## config.mk

```make
export PLATFORM = sky130hd
export DESIGN_NAME = lzc_norm_pipe
export DESIGN_NICKNAME = d
export VERILOG_FILES = /design/src/rtl/lzc_norm_pipe.sv
export SDC_FILE = /design/constraint.sdc
export NUM_CORES = 1
export LEC_CHECK = 0
export CAP_MARGIN = 20
export CORE_ASPECT_RATIO = 0.9
export CORE_MARGIN = 4
export CORE_UTILIZATION = 53
export DETAILED_ROUTE_END_ITERATION = 16
export PLACE_DENSITY = 0.81
export SLEW_MARGIN = 20
export SYNTH_ARGS = -nofsm -noshare
export SYNTH_HDL_FRONTEND = slang
export SYNTH_SLANG_ARGS = --single-unit
export TNS_END_PERCENT = 20
```

## constraint.sdc

```tcl
create_clock -name clk -period 2 [get_ports clk]
set_clock_uncertainty 0.05 [all_clocks]
set_input_delay 0.3 -clock clk [delete_from_list [all_inputs] [get_ports clk]]
set_output_delay 0.3 -clock clk [all_outputs]
set_load 0.1 [all_outputs]
```

## src/rtl/lzc_norm_pipe.sv

```systemverilog
`default_nettype none
// ============================================================================
// Module   : lzc_norm_pipe
// Purpose  : Pipelined leading-zero/one counter with MSB-aligning normaliser
//            and an elastic valid/ready pipeline.
// Revision : 1.0  initial release
// ============================================================================
module lzc_norm_pipe #(
   parameter  int W      = 16,
   parameter  int STAGES = 2,
   localparam int CW     = $clog2(W + 1)
) (
   input  logic          clk,
   input  logic          rst,
   input  logic          valid_i,
   output logic          ready_o,
   input  logic [W-1:0]  data_i,
   input  logic          lead_one_i,
   output logic          valid_o,
   input  logic          ready_i,
   output logic [CW-1:0] cnt_o,
   output logic          zero_o,
   output logic [W-1:0]  norm_o
);

   localparam int LG          = $clog2(W);
   localparam int SHIFT_STAGE = (STAGES > 1) ? 1 : 0;

   // Leading ones are counted as leading zeros of the inverted operand.
   logic [W-1:0] tree_in;
   assign tree_in = lead_one_i ? ~data_i : data_i;

   // Level n holds (W >> (n+1)) groups, each with an (n+1)-bit count and an
   // all-zero flag; the all-zero case of a group is carried by the flag alone.
   for (genvar n = 0; n < LG; n++) begin : g_lvl
      localparam int GN = W >> (n + 1);
      logic [n:0] c [GN];
      logic       z [GN];
      for (genvar i = 0; i < GN; i++) begin : g_node
         if (n == 0) begin : g_leaf
            assign c[i] = ~tree_in[W-1-2*i];
            assign z[i] = ~(tree_in[W-1-2*i] | tree_in[W-2-2*i]);
         end else begin : g_merge
            assign c[i] = g_lvl[n-1].z[2*i] ? {1'b1, g_lvl[n-1].c[2*i+1]}
                                             : {1'b0, g_lvl[n-1].c[2*i]};
            assign z[i] = g_lvl[n-1].z[2*i] & g_lvl[n-1].z[2*i+1];
         end
      end
   end

   logic          tree_zero;
   logic [CW-1:0] tree_cnt;
   assign tree_zero = g_lvl[LG-1].z[0];
   assign tree_cnt  = tree_zero ? CW'(W) : {1'b0, g_lvl[LG-1].c[0]};

   // word carries the raw operand before the shift stage and the normalised
   // mantissa from the shift stage onward.
   logic [STAGES-1:0] take;
   logic              v    [STAGES];
   logic [W-1:0]      word [STAGES];
   logic [CW-1:0]     cnt  [STAGES];
   logic              zero [STAGES];

   // A stage may load when any stage at or after it is empty, or the sink is ready.
   always_comb begin
      take = '0;
      for (int k = 0; k < STAGES; k++) begin
         take[k] = ready_i;
         for (int j = k; j < STAGES; j++) begin
            if (!v[j]) take[k] = 1'b1;
         end
      end
   end

   for (genvar k = 0; k < STAGES; k++) begin : g_stage
      logic          src_v;
      logic [W-1:0]  base;
      logic [W-1:0]  src_word;
      logic [CW-1:0] src_cnt;
      logic          src_zero;

      if (k == 0) begin : g_head
         assign src_v    = valid_i;
         assign base     = data_i;
         assign src_cnt  = tree_cnt;
         assign src_zero = tree_zero;
      end else begin : g_body
         assign src_v    = v[k-1];
         assign base     = word[k-1];
         assign src_cnt  = cnt[k-1];
         assign src_zero = zero[k-1];
      end

      if (k == SHIFT_STAGE) begin : g_shift
         assign src_word = base << src_cnt;
      end else begin : g_pass
         assign src_word = base;
      end

      // Payload only moves with a valid beat so idle outputs keep their last value.
      always_ff @(posedge clk or posedge rst) begin
         if (rst) begin
            v[k]    <= 1'b0;
            word[k] <= '0;
            cnt[k]  <= '0;
            zero[k] <= 1'b0;
         end else if (take[k]) begin
            v[k] <= src_v;
            if (src_v) begin
               word[k] <= src_word;
               cnt[k]  <= src_cnt;
               zero[k] <= src_zero;
            end
         end
      end
   end

   assign ready_o = take[0];
   assign valid_o = v[STAGES-1];
   assign cnt_o   = cnt[STAGES-1];
   assign zero_o  = zero[STAGES-1];
   assign norm_o  = word[STAGES-1];

endmodule
`default_nettype wire
```

==> summary.md <==
| Metric | Value |
|---|---|
| Number of buffers on the longest clock path | 2 |
| Clock Sinks | 44 |
| Final Slew Violations | 0 |
| Data arrival time of the critical path | between 2 and 2.5 ns |
| Maximum clock rate | roughly 540 MHz |
| Net count, final | about 330 |
| Origin of the critical flop-to-flop path | g_stage[1].src_cnt[0]$_DFFE_PP0P_ |
| Fill cell instance count of the final layout | 379 |
| Rows | 24 |
| Commonest non-fill, non-tap cells in the layout | sky130_fd_sc_hd__buf_4, sky130_fd_sc_hd__dfrtp_1, sky130_fd_sc_hd__nand2_1, sky130_fd_sc_hd__clkdlybuf4s50_1, sky130_fd_sc_hd__mux2_2 |
| Worst hold path class | in -> async |
| Post-detailed-route count of antenna-violating nets | 0 |
| Maximum number of pins on one net before global-route repair | 45 |
| IO Count | 45 |
| Die area | just over 0.006 mm² |
| Post-route core utilization | roughly 70% |
| Vertical die dimension | 75.0 µm |
| Mux share of post-synthesis cell area | 23.2% |
| CP Max Fanout | 16 |
| Area share of xor/xnor cells in the synthesized design | 0% |
| Adder-cell area share of the yosys netlist | 0% |
| Area of the mapped netlist | 0.00264 mm² |
| Startpoint of the most critical setup path | g_stage[1].src_cnt[0]$_DFFE_PP0P_ |
| Synthesized area divided by synthesized cell count | 10.7 µm² |
| Worst ir drop on vdd | approximately 630 µV |
| Share of cells above drive strength 1 | between 20 and 30% |
| RSZ-0062 raised after global routing | no |
| Clock-pin transition on the worst setup and hold timing paths | about 0.08 ns |
| Count of TritonRoute iterations in the first routing pass | 4 |
| Final Hold Fails | 0 |
| Clock insertion delay at the later pin of the skew report | 0.30 ns |
| Part of the Yosys area used for sequential elements | 41.6% |
| Synth Area in Simple Gates | ~16% |
| Synthesis-stage register bit count | 44 |
| Worst-case headroom to the max-slew limit | around 64% |
| GRT Util Overall | 19.9% |
| Largest family of logic cells by synthesized area | multiplexers |
| Final Wtd Congestion | 0.835 |
| Max_cap viols | 0 |
| Number of remaining DRC errors | 0 |
| Starting utilization of the core area | ~55% |
| Post-DR vias/cell | around 5.7 |
| Slew @ Worst Pin | between 0.5 and 0.6 ns |
| Average routed wire per standard cell | between 15 and 20 µm |
| Synth Warn # | 0 |
| Most common library cell in the layout ignoring fill and taps | sky130_fd_sc_hd__buf_4 |
| Fraction of the mapped netlist area in compound gates | approximately 15% |
| Final Cycle Share | between 90 and 100% |
| Critical path class | reg -> reg |
| Deepest level of the CTS H-tree | 2 |
| Clock tree from TritonCTS | built |
| WP data required | 2.15 ns |
| Worst Setup Start Kind | flop |
| Wire length of the first global-routing pass | between 9000 and 10,000 µm |
| Run status | finished clean |
| Number of diodes added for antenna fixing | 0 |
| Final HPWL DP | between 4000 and 5000 µm |
| Inserted Clock Buffers | 5 |
| Overflow left after global routing | 0 |
| Number of global-route vias before repair | slightly below 2,000 |
| Area Overhead vs Synth | 24.5% |
| Number of buffers inserted by port buffering | 44 |
| Die Wd | between 80 and 90 µm |
| Core footprint | 0.00483 mm² |
| Antenna violations before repair | 0 |
| Overall power of the completed layout | about 0.0034 W |
| Finish-stage setup viols | 0 |
| Power density of the placed cells | about 1000 mW/mm² |
| Total number of vias | about 2,100 |
| Cell variety after synth | between 40 and 50 |
| Number of DRC markers after the initial detailed-route iteration | 95 |
| Total Routed Length | ~5700 µm |
| Final period demand of the worst path | roughly 1.9 ns |
| Gate count of the mapped netlist | 248 |
| Placement-stage cell area | approximately 0.0032 mm² |
| Count of buffers added by post-CTS timing repair for setup | 0 |
| Syn Nets | between 200 and 300 |
| Kind of capture point of the worst setup path | flop |
| Final-layout setup total negative slack | 0 ns |
| Final instance area | ~0.0033 mm² |
| Pleak | approximately 1.4 nW |
| CTS Root Cell | sky130_fd_sc_hd__clkbuf_8 |
## worst max-delay path, stage by stage, from the launching register on
cell,delay (ns)
sky130_fd_sc_hd__dfrtp_1,0.45
sky130_fd_sc_hd__buf_12,0.18
sky130_fd_sc_hd__mux4_1,0.57
sky130_fd_sc_hd__mux2i_2,0.21
sky130_fd_sc_hd__a21oi_1,0.10
sky130_fd_sc_hd__a22o_1,0.20
## Yosys cell counts, drive strengths merged
library cell / n / area share, %
a211oi: 3 / 1.2
a21oi: 5 / 0.95
a22o: 6 / 2.0
a22oi: 2 / 0.57
a2bb2oi: 1 / 0.33
a311oi: 1 / 0.33
a31oi: 3 / 0.71
a32o: 2 / 0.76
a32oi: 2 / 0.66
and2: 2 / 0.47
and3: 1 / 0.24
buf: 12 / 3.2
clkbuf: 4 / 0.57
dfrtp: 44 / 42
inv: 6 / 0.85
mux2: 17 / 7.2
mux2i: 14 / 5.3
mux4: 12 / 11
nand2: 33 / 4.8
nand2b: 5 / 1.2
nand3: 10 / 1.9
nand3b: 4 / 1.1
nand4: 1 / 0.24
nor2: 8 / 1.1
nor2b: 6 / 1.7
nor3: 5 / 0.95
nor3b: 1 / 0.28
o211ai: 1 / 0.28
o21a: 1 / 0.28
o21ai: 23 / 4.4
o221ai: 1 / 0.33
o22ai: 2 / 0.71
o2bb2ai: 2 / 0.66
o31ai: 1 / 0.28
o32ai: 1 / 0.62
or3: 4 / 0.95
or4: 2 / 0.57
## flip-flops by register name, indices dropped and copies added (netlist names)
name and count:
g_stage.src_cnt 5, cnt_o 5, valid_o 1, norm_o 16, g_stage.src_v 1, g_stage.base 16
## worst paths after layout
| check | endpoint | slack [ns] | depth (start not counted) |
|---|---|---|---|
| worst max-delay path | norm_o[14]$_DFFE_PP0P_ | 0.13 | 5 |
| worst min-delay path | cnt_o[2]$_DFFE_PP0P_ | 0.40 | 3 |
| worst max register to register | norm_o[14]$_DFFE_PP0P_ | 0.13 | 5 |
| worst min register to register | norm_o[5]$_DFFE_PP0P_ | 0.44 | 2 |
| max in group asynchronous | valid_o$_DFFE_PP0N_ | 1.10 | 3 |
| min in group clk | norm_o[5]$_DFFE_PP0P_ | 0.44 | 2 |
## where the power goes
| group | total, W | switching, W | internal, W |
|---|---|---|---|
| Clock | 0.000527 | 0.000282 | 0.000245 |
| Sequential | 0.00118 | 0.000130 | 0.00105 |
| Combinational | 0.00171 | 0.00118 | 0.000529 |
| Total | 0.00342 | 0.00160 | 0.00182 |
## cells by family after synthesis
| kind of cell | after synthesis |
|---|---|
| AND/OR/NAND/NOR | 82 |
| multiplexers | 43 |
| flip-flops | 44 |
| AO/OA/AOI/OAI | 57 |
| buffers and inverters | 22 |
## area by class of cell
type	count	area (µm²)	share of cell area, %
clock buffer	7	76.3	2.32
tap	65	81.3	2.47
inverter	6	22.5	0.684
timing repair buffer	66	571	17.3
clock inverter	1	5.00	0.152
sequential	44	1100	33.6
multi-input combinational	182	1430	43.5
## through the flow
stage	worst slack, ns	hold WS, ns	cells
floorplan	-0.516	0.358	248
global placement	0.0393	0.412	363
detailed placement	0.00201	0.428	363
CTS	0.129	0.424	371
global route	0.0284	0.469	371
finish	0.133	0.396	371
## repair_timing
| action | CTS | global route |
|---|---|---|
| gates resized for setup | 0 | 1 |
| hold buffers | 0 | 0 |
| setup endpoints to repair | 0 | 1 |
## layer usage
metal | part of all wire (%) | GRT usage, % | vias up
met4 | 0.84 | 5.35 | 0
met3 | 5.8 | 5.50 | 5
met2 | 48 | 32.4 | 63
met5 | 0 | 0 | -
met1 | 45 | 26.3 | 1023
li1 | - | - | 1040
(Power assumes the default switching activity.)
